<file path="config.mk">
export PLATFORM = sky130hd
export DESIGN_NAME = decode_pipe
export DESIGN_NICKNAME = d
export VERILOG_FILES = /design/src/rtl/decode_pipe.sv
export SDC_FILE = /design/constraint.sdc
export NUM_CORES = 1
export LEC_CHECK = 0
export CORE_AREA = 8 8 132 134
export DETAILED_ROUTE_END_ITERATION = 8
export DIE_AREA = 0 0 140 142
export PLACE_DENSITY = 0.82
export SETUP_SLACK_MARGIN = 0.1
export SKIP_LAST_GASP = 1
export SYNTH_ARGS = -nofsm -noshare
export SYNTH_HDL_FRONTEND = slang
export SYNTH_SLANG_ARGS = --single-unit
</file>
<file path="constraint.sdc">
create_clock -name clock -period 4 [get_ports clock]
set_clock_uncertainty 0.05 [all_clocks]
set_input_delay 0.4 -clock clock [delete_from_list [all_inputs] [get_ports clock]]
set_output_delay 0.4 -clock clock [all_outputs]
set_load 0.005 [all_outputs]
</file>
<file path="src/rtl/decode_pipe.sv">
// RV32I(+optional M) decode stage: one output register plus one skid entry, with
// a decode-time JAL redirect to fetch and a short squash window for wrong-path fetches.
module decode_pipe #(
    parameter int ADDRESS_BITS = 16,
    parameter int ENABLE_M     = 0,
    parameter int SQUASH_SLOTS = 1
) (
    input  logic                    clock,
    input  logic                    reset,
    input  logic                    in_valid,
    output logic                    in_ready,
    input  logic [ADDRESS_BITS-1:0] PC,
    input  logic [31:0]             instruction,
    input  logic                    flush,
    output logic                    out_valid,
    input  logic                    out_ready,
    output logic [ADDRESS_BITS-1:0] out_PC,
    output logic [4:0]              read_sel1,
    output logic [4:0]              read_sel2,
    output logic [4:0]              write_sel,
    output logic [31:0]             imm32,
    output logic [5:0]              ALU_Control,
    output logic [1:0]              op_A_sel,
    output logic                    op_B_sel,
    output logic                    branch_op,
    output logic                    wEn,
    output logic                    mem_wEn,
    output logic                    wb_sel,
    output logic                    illegal,
    output logic                    next_PC_select,
    output logic [ADDRESS_BITS-1:0] target_PC
);

    localparam logic [6:0] OP_R      = 7'b0110011;
    localparam logic [6:0] OP_IMM    = 7'b0010011;
    localparam logic [6:0] OP_LOAD   = 7'b0000011;
    localparam logic [6:0] OP_STORE  = 7'b0100011;
    localparam logic [6:0] OP_BRANCH = 7'b1100011;
    localparam logic [6:0] OP_JAL    = 7'b1101111;
    localparam logic [6:0] OP_JALR   = 7'b1100111;
    localparam logic [6:0] OP_AUIPC  = 7'b0010111;
    localparam logic [6:0] OP_LUI    = 7'b0110111;
    localparam logic [1:0] SLOTS     = 2'(SQUASH_SLOTS);

    typedef struct packed {
        logic [ADDRESS_BITS-1:0] pc;
        logic [4:0]              rs1;
        logic [4:0]              rs2;
        logic [4:0]              rd;
        logic [31:0]             imm;
        logic [5:0]              alu;
        logic [1:0]              opa;
        logic                    opb;
        logic                    br;
        logic                    wen;
        logic                    mwen;
        logic                    wbsel;
        logic                    ill;
        logic                    is_jal;
        logic [ADDRESS_BITS-1:0] target;
    } bundle_t;

    typedef enum logic {RUN, SQUASH} state_t;

    function automatic bundle_t decode(input logic [ADDRESS_BITS-1:0] pc, input logic [31:0] ins);
        bundle_t     b;
        logic [6:0]  f7;
        logic [2:0]  f3;
        logic [31:0] imm_i, imm_s, imm_b, imm_u, imm_j;
        b     = '0;
        f7    = ins[31:25];
        f3    = ins[14:12];
        imm_i = {{20{ins[31]}}, ins[31:20]};
        imm_s = {{20{ins[31]}}, ins[31:25], ins[11:7]};
        imm_b = {{20{ins[31]}}, ins[7], ins[30:25], ins[11:8], 1'b0};
        imm_u = {ins[31:12], 12'b0};
        imm_j = {{12{ins[31]}}, ins[19:12], ins[20], ins[30:21], 1'b0};
        b.pc     = pc;
        b.rs1    = ins[19:15];
        b.rs2    = ins[24:20];
        b.rd     = ins[11:7];
        b.target = pc + imm_j[ADDRESS_BITS-1:0];
        case (ins[6:0])
            OP_R: begin
                b.opb = 1'b1;
                b.wen = 1'b1;
                if (ENABLE_M != 0 && f7 == 7'b0000001) begin
                    b.alu = {3'b100, f3};
                end else begin
                    b.alu = {2'b00, f7[5], f3};
                    b.ill = !(f7 == 7'b0000000 || f7 == 7'b0100000);
                end
            end
            OP_IMM: begin
                b.imm = imm_i;
                b.alu = {2'b00, f7[5] & (f3 == 3'b101), f3};
                b.wen = 1'b1;
                // Shift-immediates reuse funct7 as an encoding field.
                if (f3 == 3'b001)
                    b.ill = (f7 != 7'b0000000);
                else if (f3 == 3'b101)
                    b.ill = !(f7 == 7'b0000000 || f7 == 7'b0100000);
            end
            OP_LOAD:   begin b.imm = imm_i; b.wen = 1'b1; b.wbsel = 1'b1; end
            OP_STORE:  begin b.imm = imm_s; b.mwen = 1'b1; end
            OP_BRANCH: begin b.imm = imm_b; b.alu = {3'b010, f3}; b.opb = 1'b1; b.br = 1'b1; end
            OP_JAL: begin
                b.imm = imm_j; b.alu = 6'b011111; b.opa = 2'b10;
                b.wen = 1'b1; b.br = 1'b1; b.is_jal = 1'b1;
            end
            OP_JALR:   begin b.imm = imm_i; b.alu = 6'b111111; b.opa = 2'b10; b.wen = 1'b1; b.br = 1'b1; end
            OP_AUIPC:  begin b.imm = imm_u; b.opa = 2'b01; b.wen = 1'b1; end
            OP_LUI:    begin b.imm = imm_u; b.opa = 2'b11; b.wen = 1'b1; end
            default:   b.ill = 1'b1;
        endcase
        if (b.ill) begin
            b.wen  = 1'b0;
            b.mwen = 1'b0;
            b.br   = 1'b0;
        end
        return b;
    endfunction

    bundle_t                 out_reg, decoded;
    logic                    out_valid_reg, first_reg;
    logic                    skid_valid_reg;
    logic [ADDRESS_BITS-1:0] skid_pc_reg;
    logic [31:0]             skid_instr_reg;
    state_t                  state_reg, state_next;
    logic [1:0]              count_reg, count_next;
    logic                    in_accept, out_free, redirect, skid_live, keep_input, load_out;

    assign in_ready   = reset & ~flush & ~skid_valid_reg;
    assign in_accept  = in_valid & in_ready;
    assign out_free   = ~out_valid_reg | out_ready;
    assign redirect   = reset & ~flush & out_valid_reg & first_reg & out_reg.is_jal;
    // A skid entry sitting behind a redirecting JAL is wrong-path.
    assign skid_live  = skid_valid_reg & ~redirect;
    assign keep_input = in_accept & (state_reg == RUN);
    assign load_out   = out_free & (skid_live | keep_input);
    assign decoded    = skid_live ? decode(skid_pc_reg, skid_instr_reg) : decode(PC, instruction);

    always_comb begin
        state_next = state_reg;
        count_next = count_reg;
        if (redirect) begin
            count_next = skid_valid_reg ? SLOTS - 2'd1 : SLOTS;
            state_next = (count_next == 2'd0) ? RUN : SQUASH;
        end else if (state_reg == SQUASH && in_accept) begin
            count_next = count_reg - 2'd1;
            if (count_reg == 2'd1)
                state_next = RUN;
        end
    end

    always_ff @(posedge clock) begin
        if (!reset || flush) begin
            state_reg <= RUN;
            count_reg <= 2'd0;
        end else begin
            state_reg <= state_next;
            count_reg <= count_next;
        end
    end

    always_ff @(posedge clock) begin
        if (!reset) begin
            out_reg        <= '0;
            out_valid_reg  <= 1'b0;
            first_reg      <= 1'b0;
            skid_valid_reg <= 1'b0;
            skid_pc_reg    <= '0;
            skid_instr_reg <= '0;
        end else if (flush) begin
            out_valid_reg  <= 1'b0;
            first_reg      <= 1'b0;
            skid_valid_reg <= 1'b0;
        end else begin
            if (out_free) begin
                out_valid_reg <= load_out;
                first_reg     <= load_out;
                if (load_out)
                    out_reg <= decoded;
            end else begin
                first_reg <= 1'b0;
            end
            skid_valid_reg <= ~out_free & (skid_live | keep_input);
            if (keep_input) begin
                skid_pc_reg    <= PC;
                skid_instr_reg <= instruction;
            end
        end
    end

    assign out_valid      = out_valid_reg;
    assign out_PC         = out_reg.pc;
    assign read_sel1      = out_reg.rs1;
    assign read_sel2      = out_reg.rs2;
    assign write_sel      = out_reg.rd;
    assign imm32          = out_reg.imm;
    assign ALU_Control    = out_reg.alu;
    assign op_A_sel       = out_reg.opa;
    assign op_B_sel       = out_reg.opb;
    assign branch_op      = out_reg.br;
    assign wEn            = out_reg.wen;
    assign mem_wEn        = out_reg.mwen;
    assign wb_sel         = out_reg.wbsel;
    assign illegal        = out_reg.ill;
    assign next_PC_select = redirect;
    assign target_PC      = out_reg.target;

endmodule

</file>
## Word-level counts from Yosys, hierarchy flattened

Index checks and enable logic that the tools add are counted.

- $add $sub $neg: 3
- Equality and inequality tests: 25
- Mux-type cells: 34
- Bitwise gates (word level): 21
- Reductions and logical operators: 33

Operators by type and width:

| cell | number |
|---|---|
| one-hot mux 32 bit (5 select lines) | 2 |
| 2-to-1 mux 94 bit | 1 |
| one-hot mux 6 bit (5 select lines) | 2 |
| == test 7 x 6 -> 1 bit, second input constant | 8 |
| == test 7 bit, second input constant | 6 |
| adder 16 bit | 2 |
| == test 7 x 5 -> 1 bit, second input constant | 4 |
| OR reduction 7 bit | 4 |
| 2-to-1 mux 1 bit | 21 |
| OR reduction 3 bit | 5 |
| == test 7 x 2 -> 1 bit, second input constant | 2 |
| logical NOT 7 bit | 2 |
| nonzero test 7 bit | 2 |
| OR reduction 2 bit | 7 |
| bitwise AND 1 bit | 12 |
| one-hot mux 2 bit (3 select lines) | 2 |
| inverter 1 bit | 7 |
| == test 3 x 1 -> 1 bit, second input constant | 2 |
| == test 3 bit, second input constant | 2 |
| 2-to-1 mux 3 bit | 2 |
| one-hot mux 1 bit (3 select lines) | 2 |
| 2-to-1 mux 2 bit | 2 |
| AND reduction 2 bit | 2 |
| nonzero test 2 bit | 2 |
| 8 further kinds | 13 |

- Register bits: 148
- Input port bits: 53
- Output and inout port bits: 96
- Logic and storage cells: 138

## Depth between registers and ports, before layout

Gate-level depths: netlist (run 1).

- Word-level depth: 10
- Depth in mapped cells: 9
- Gate-level depth less buffers: 8

## Worst setup path after synthesis (run 1)

No wires, ideal clock.

- Path kind: in2reg
- Start point: input port PC[1]
- End point: register out_reg (netlist bit target_PC[13])
- Arrival time: 2.290 ns
- Required time: 3.864 ns
- Path slack: 1.574 ns
- Stages: 8
- Buffers on the path: 0
- Cells stage by stage: ha_1 > fa_1 > a21oi_1 > o2111ai_1 > a221oi_1 > o21ai_0 > xnor2_1 > a211oi_1

- Cells in the longest elaborated chain, start to end: 2

RTL lines:

| what | line | text |
|---|---|---|
| start: declaration | 12 | `input logic [ADDRESS_BITS-1:0] PC,` |
| adder 16 bit | 82 | `b.target = pc + imm_j[ADDRESS_BITS-1:0];` |
| 2-to-1 mux 94 bit | 141 | `assign decoded = skid_live ? decode(skid_pc_reg, skid_instr_reg) : decode(PC, instruction);` |
| end signal: assignment | 183 | `out_reg <= decoded;` |
| end: declaration | 124 | `bundle_t out_reg, decoded;` |

Every way passes these cells.
A chain may end at the register's enable or synchronous reset.

## Worst setup path after layout (run 1)

- Start point: input port instruction[21]
- End point: register out_reg (netlist bit target_PC[13])

- Cells in the longest elaborated chain, start to end: 2

RTL lines:

| what | line | text |
|---|---|---|
| start: declaration | 13 | `input logic [31:0] instruction,` |
| adder 16 bit | 82 |  |
| 2-to-1 mux 94 bit | 141 |  |

Every way passes these cells.

==> summary.md, run 1 <==
| Metric | Value |
|---|---|
| CP max FO | 5 |
| Hold Path Class | flop to flop |
| Tmin final | approximately 3000 ps |
| Rel. slew slack | 0.475 |
| FF-to-FF path depth | 8 |
| Standard-cell rows | 46 |
| Cell count after synthesis | between 1,000 and 1,500 |
| Max VDD drop | slightly below 0.3 mV |
| Status | finished clean |
| Synthesis-stage register bit count | between 100 and 150 |
| Total Wirelength | ~27,000 um |
| RSZ-0062 raised after global routing | false |
| Sequential fraction of the synthesis area | 0.339 |
| Via count of the first global-routing pass | approximately 7,900 |
| Internal power | 2.71 mW |
| Initial DRC Count | about 840 |
| WP data required | 4300 ps |
| PortBufs | 148 |
| Crit Path Category | primary input to flop |
| Slowest-stage cell, CP | clkdlybuf4s50_1 |
| Post-route ant nets | 0 |
| Clock sinks | ~150 |
| Yosys cell types | 74 |
| FFs w/ async S/R, synth | 0 |
| Vias per inst | ~6.2 |
| Hold depth | 2 |
| Pwr/cell area | between 300 and 400 mW/mm^2 |
| CTS Hold Bufs | 0 |
| Switching power | ~0.97 mW |
| Vias after detailed routing | around 8,400 |
| Largest net degree at the start of global routing | between 60 and 70 |
| Core Util, Final | 0.659 |
| Placer Congestion | 0.921 |
| Clk slew on worst S/H paths | ~70 ps |
| Setup slack after layout | 1030 ps |
| Die height | between 100 and 150 um |
| R2R setup slack | approximately 1500 ps |
| Crit-path cells | clkdlybuf4s50_1 > ha_1 > fa_1 > a21oi_1 > o2111ai_1 > a221oi_1 > o21ai_0 > xnor2_1 > a211oi_1 |
| Die ar. | 0.0199 sq mm |
| TritonCTS clock tree | built |
| PnR Total Power | between 3 and 4 mW |
| DRC Markers | 0 |
| Longest Clk Path Bufs | 2 |
| Antenna violations before repair | 0 |
| Power share of the combinational group | 0.128 |
| Worst setup EP type | flop |
| I/O pin count | 149 |
| Pre-CTS WS | slightly above 700 ps |
| Nets | between 1,000 and 1,500 |
| Die width | around 140 um |
| Syn Nets | roughly 1,200 |
| Setup Buffers After CTS | 0 |
| Initial Utilization | 0.562 |
| Ys flop type | dfxtp_1 |
| Pre-antenna DRT Iters | 5 |
| Root Buffer | clkbuf_16 |
| Leak | roughly 3.6 nW |
| Slew Viols, Final | 0 |
| Final hold viol count | 0 |
| Hold WS | roughly 410 ps |
| Critical Path AT | roughly 3300 ps |
| DP HPWL | 18,700 um |
| Area grow syn2layout | 17.1% |
| DR WL/cell | between 15 and 20 um |
| Syn Area/Cell | between 7 and 8 sq um |
| Clock share of power | 0.449 |
| Final setup viols | 0 |
| CP Buf/Inv Count | 1 |
| Post-CTS Resized | 0 |
| Peak Freq | around 0.34 GHz |
| Worst r2r dst | target_PC[11] |
| Post-synth EDFFs | 0 |
| Synth warnings | 0 |
| Fin crit share | 0.742 |
| Measured slew at the worst slew-check pin | between 700 and 800 ps |
| Setup TNS | 0 ps |
| Hold EP | skid_pc_reg[0] |
| Synth Cell Area | 0.00868 sq mm |
| Crit start category | primary input |
| Critical Path Max Stage Delay | ~540 ps |
| Hold Crit Start | skid_pc_reg[0] |
| CTS Buf Count | 17 |
| Total GRT Usage | 0.267 |
| Layout cell share with drive strength beyond 1 | 0.0706 |
| Switch share | 0.263 |
| Clock Latency Late Sink | between 400 and 500 ps |
| Antenna cells | 0 |
| Critical path's top delay family | compound AO/OA/AOI/OAI gates |
| Total core area | approximately 0.015 sq mm |
| First-pass GRT wire length | 42,600 um |
| Reg power frac | 0.422 |
| H-tree Lvls | 4 |
| Max Cap Viol | 0 |
| Worst r2r src | skid_instr_reg[21] |
| GR Overflow Total | 0 |
Yosys cell counts, types with 3 or more instances:
cell | number | area share
a21oi_2 | 10 | 0.010
o22ai_1 | 3 | 0.0022
and3_1 | 5 | 0.0036
a311oi_1 | 37 | 0.037
ha_1 | 29 | 0.042
a211o_1 | 3 | 0.0030
or2_2 | 4 | 0.0029
nand4b_1 | 3 | 0.0030
o21ai_0 | 65 | 0.037
nand2_1 | 195 | 0.084
nor3_1 | 20 | 0.012
buf_4 | 90 | 0.078
a21o_1 | 14 | 0.012
buf_2 | 20 | 0.012
nand3_1 | 11 | 0.0063
nor4_1 | 3 | 0.0022
xor2_1 | 11 | 0.011
a221oi_1 | 12 | 0.012
a31oi_1 | 15 | 0.011
xnor2_1 | 11 | 0.011
nor2_2 | 5 | 0.0036
or3_1 | 5 | 0.0036
mux2i_1 | 5 | 0.0058
buf_6 | 8 | 0.010
o221ai_1 | 6 | 0.0061
nor2_1 | 89 | 0.039
o32ai_1 | 8 | 0.0081
a21oi_1 | 105 | 0.061
o211ai_1 | 3 | 0.0026
inv_1 | 13 | 0.0056
or2b_1 | 3 | 0.0026
clkbuf_1 | 38 | 0.016
nor3b_1 | 4 | 0.0035
a22oi_1 | 22 | 0.019
o21ai_1 | 9 | 0.0052
a211oi_1 | 12 | 0.010
nand2b_1 | 13 | 0.0094
nor2b_1 | 6 | 0.0043
dfxtp_1 | 147 | 0.34
worst max-delay path by stage:
stage                               start  cells after the start  slack, ps            end
final                     instruction[21]                      9       1030  target_PC[13]
after global routing      instruction[21]                      9        910  target_PC[13]
after CTS                 instruction[21]                      9       1130  target_PC[13]
after detailed placement  instruction[21]                      9        710  target_PC[13]
after global placement    instruction[21]                      9        770  target_PC[13]
after floorplan                     PC[1]                      8       1570  target_PC[13]
worst register-to-register path, cell delays in order (launching register included):
cell and delay (ps):
dfxtp_1 370, ha_1 230, fa_1 430, a211oi_1 360, nor2_1 140, a41oi_1 330
nor2b_1 210, xor2_1 190, a21oi_1 80
cells in the final DEF, fill, tap and decap left out, types with 13 or more instances in the layout:
cell             instances
nand2_1                195
clkdlybuf4s50_1        148
dfxtp_1                147
a21oi_1                105
nor2_1                  89
o21ai_0                 65
a311oi_1                37
ha_1                    29
a22oi_1                 22
nor3_1                  20
clkbuf_16               17
a31oi_1                 15
a21o_1                  14
nand2b_1                13
inv_1                   13
final cells by class:
type                    instances  area, sq um
multi-input cells             793         4690
well taps                     192          240
clock inverters                15          181
fillers                      1311         5270
clock buffers                  17          425
repair buffers                162         1620
inverters                      14         52.6
flip-flops and latches        147         2940
per-layer routing:
layer	wire length (um)	global-route usage	vias up	part of all wire
met2	12300	0.423	428	0.46
met4	787	0.127	0	0.029
li1	-	-	3942	-
met1	11400	0.341	3927	0.43
met3	2210	0.0587	71	0.083
met5	0	0	-	0
power by group through the flow:
stage | sequential, mW | combinational (mW) | clock, mW
after floorplan | 1.57 | 0.301 | 0
after global placement | 1.59 | 0.459 | 0
after detailed placement | 1.59 | 0.464 | 0
after CTS | 1.55 | 0.468 | 1.66
after global routing | 1.56 | 0.513 | 1.73
final | 1.56 | 0.473 | 1.66
per-stage QoR:
step	instances	instance area, sq um
after detailed placement	1308	9550
after floorplan	1110	8680
after global routing	1340	10200
after global placement	1308	9550
final	1340	10200
after CTS	1340	10200
kinds of logic after synthesis:
family | Yosys count | share of synthesized area
DFF | 147 | 0.339
and+or+nand+nor | 384 | 0.197
adders and majority gates | 31 | 0.0464
muxes | 5 | 0.00577
AOI/OAI and AO/OA | 351 | 0.268
buffers and inverters | 170 | 0.122
xor gates and xnor gates | 22 | 0.0222
(Power assumes the default switching activity.)
==> run 2: changes to the inputs <==
CORE_AREA = 8 8 143 145   (was 8 8 132 134)
DIE_AREA = 0 0 151 153   (was 0 0 140 142)
PLACE_DENSITY = 0.73   (was 0.82)
clock period = 2.5 ns   (was 4 ns; I/O delays follow)
==> summary.md, run 2 (same netlist as run 1, synthesis figures left out) <==
| Metric | Value |
|---|---|
| Status | finished clean (unchanged) |
| DRC Markers | 0 (unchanged) |
| Final setup viols | 0 (unchanged) |
| GR Overflow Total | 0 (unchanged) |
| WP data required | 2780 ps (was 4300 ps) |
| Most frequent cells in the layout | nand2_1, clkdlybuf4s50_1, dfxtp_1 (unchanged) |
| Total GRT Usage | 0.234 (was 0.267) |
| Peak Freq | around 0.43 GHz |
| Pre-antenna DRT Iters | 5 (unchanged) |
| Max VDD drop | 0.514 mV (was 0.291 mV) |
| Commonest non-fill, non-tap cell in the layout | nand2_1 (unchanged) |
| CP max FO | 3 (was 5) |
| Multi-input logic area | 0.00473 sq mm (was 0.00469 sq mm) |
| Critical Path Max Stage Delay | 470 ps (was 540 ps) |
| Measured slew at the worst slew-check pin | 621 ps (was 785 ps) |
| H-tree Lvls | 4 (unchanged) |
| RSZ-0062 raised after global routing | true (was false) |
| Switch share | 0.261 (was 0.263) |
| Via count of the first global-routing pass | 8,108 (was 7,949) |
| TritonCTS clock tree | built (unchanged) |
| Final hold viol count | 0 (unchanged) |
| Reg power frac | 0.447 (was 0.422) |
| Initial DRC Count | 750 (was 838) |
| Clock Latency Late Sink | 420 ps (was 440 ps) |
| Layout cell share with drive strength beyond 1 | 0.130 (was 0.0706) |
| Setup TNS | 0 ps (unchanged) |
| Area grow syn2layout | 24.5% (was 17.1%) |
| DP HPWL | 20,400 um (was 18,700 um) |
| Pwr/cell area | 514 mW/mm^2 (was 363 mW/mm^2) |
| Initial Utilization | 0.475 (was 0.562) |
| Critical Path AT | 2580 ps (was 3270 ps) |
| Placer Congestion | 0.921 (about the same) |
| Total core area | 0.0183 sq mm (was 0.0154 sq mm) |
| Vias per inst | 5.85 (was 6.24) |
| Post-route insts no fill | 1,455 (was 1,340) |
| Crit-path cells | clkdlybuf4s50_1 > buf_4 > ha_1 > a211oi_1 > buf_4 > o211ai_1 > a21oi_2 > a32oi_1 > xnor2_1 > a221oi_1 (was clkdlybuf4s50_1 > ha_1 > fa_1 > a21oi_1 > o2111ai_1 > a221oi_1 > o21ai_0 > xnor2_1 > a211oi_1) |
| Largest net degree at the start of global routing | 52 (was 67) |
| CTS Buf Count | 17 (unchanged) |
| Post-route ant nets | 0 (unchanged) |
| CTS Hold Bufs | 0 (unchanged) |
| Vias after detailed routing | 8,516 (was 8,368) |
| First-pass GRT wire length | 43,500 um (was 42,600 um) |
| Core Util, Final | 0.591 (was 0.659) |
| Tmin final | 2300 ps |
| Clk slew on worst S/H paths | 60 ps (was 70 ps) |
| Clock share of power | 0.399 (was 0.449) |
| Slowest-stage cell, CP | clkdlybuf4s50_1 (unchanged) |
| CP Buf/Inv Count | 3 (was 1) |
| Critical path's top delay family | compound AO/OA/AOI/OAI gates (unchanged) |
| Root Buffer | clkbuf_16 (unchanged) |
| I/O pin count | 149 (unchanged) |
| Crit Path Category | primary input to flop (unchanged) |
| # fillers | 1,691 (was 1,311) |
| Fin crit share | 0.920 |
| Slew Viols, Final | 0 (unchanged) |
| Total Wirelength | 27,600 um (was 26,700 um) |
| DR WL/cell | 19.0 um (was 19.9 um) |
| Placed cell count | 1,427 (was 1,308) |
| Internal power | 4.10 mW (was 2.71 mW) |
| Antenna violations before repair | 0 (unchanged) |
| Power share of the combinational group | 0.154 (was 0.128) |
| Hold Path Class | primary input to flop (was flop to flop) |
| Antenna cells | 0 (unchanged) |
| Hold WS | 372 ps (was 412 ps) |
| Die width | 151 um (was 140 um) |
| Clock sinks | 147 (unchanged) |
| Max Cap Viol | 0 (unchanged) |
| Nets | 1,296 (was 1,219) |
| Longest Clk Path Bufs | 2 (unchanged) |
| Crit start category | primary input (unchanged) |
| Standard-cell rows | 50 (was 46) |
| PnR Total Power | 5.55 mW (was 3.68 mW) |
| PortBufs | 148 (unchanged) |
| Die ar. | 0.0231 sq mm (was 0.0199 sq mm) |
| Sequential cell area | 0.00294 sq mm (unchanged) |
| Rel. slew slack | 0.585 (was 0.475) |
| Switching power | 1.45 mW (was 0.970 mW) |
| Die height | 153 um (was 142 um) |
| Most common cell on crit path | buf_4 |
| Worst setup EP type | flop (unchanged) |
| Leak | 4.01 nW (was 3.63 nW) |
| Setup Buffers After CTS | 0 (unchanged) |
[run 2: power by group through the flow]
stage                     clock (mW)  combinational [mW]  sequential [mW]
after CTS                       2.24               0.845             2.48
after global routing            2.34               0.927             2.49
after floorplan                    0               0.482             2.51
final                           2.22               0.855             2.48
after detailed placement           0               0.836             2.53
after global placement             0               0.824             2.53
[run 2: timing repair]
action / 4_1_cts / 5_1_grt
gates resized for setup: 2 / 6
pin swaps: 0 / 2
setup endpoints to repair: 2 / 6
[run 2: final timing paths]
kind / depth (start not counted) / to / startpoint / slack, ps
max: 10 / target_PC[14] / PC[2] / 200
min: 3 / skid_pc_reg[0] / PC[0] / 370
max reg2reg: 8 / target_PC[11] / skid_pc_reg[1] / 240
min reg2reg: 2 / skid_pc_reg[0] / skid_pc_reg[0] / 410
[run 2: final cells by class]
class	count	area share
clock buffer	21	0.0417
inverter	14	0.00487
multi-input combinational	793	0.438
sequential	147	0.273
tap	234	0.0271
clock inverter	7	0.00359
timing repair buffer	239	0.212
[run 2: worst reg2reg max path: stages (launching register included)]
cell and delay, ps:
dfxtp_1 330, ha_1 240, fa_2 380, a211oi_2 280, nor2_1 120, a41oi_2 250, nor2b_1 200, xor2_1 200
a21oi_1 90
[run 2: per-layer routing]
| metal | GRT usage | wire length (um) | up-vias | share of wire |
|---|---|---|---|---|
| met5 | 0 | 0 | - | 0 |
| met4 | 0.0919 | 698 | 0 | 0.025 |
| met3 | 0.0493 | 2170 | 50 | 0.079 |
| met2 | 0.367 | 12600 | 346 | 0.46 |
| met1 | 0.307 | 12200 | 4031 | 0.44 |
| li1 | - | - | 4089 | - |
[run 2: metrics by stage]
stage | cell area, sq um | setup slack (ps)
finish | 10800 | 201
global route | 10800 | 70.3
CTS | 10800 | 120
detailed placement | 10300 | -325
global placement | 10300 | -289
floorplan | 8680 | 224
==> run 3: changes to the inputs <==
SKIP_LAST_GASP = not set   (was 1)
==> results of run 3 <==
Final layout, timing and power as in run 2 (identical DEF).
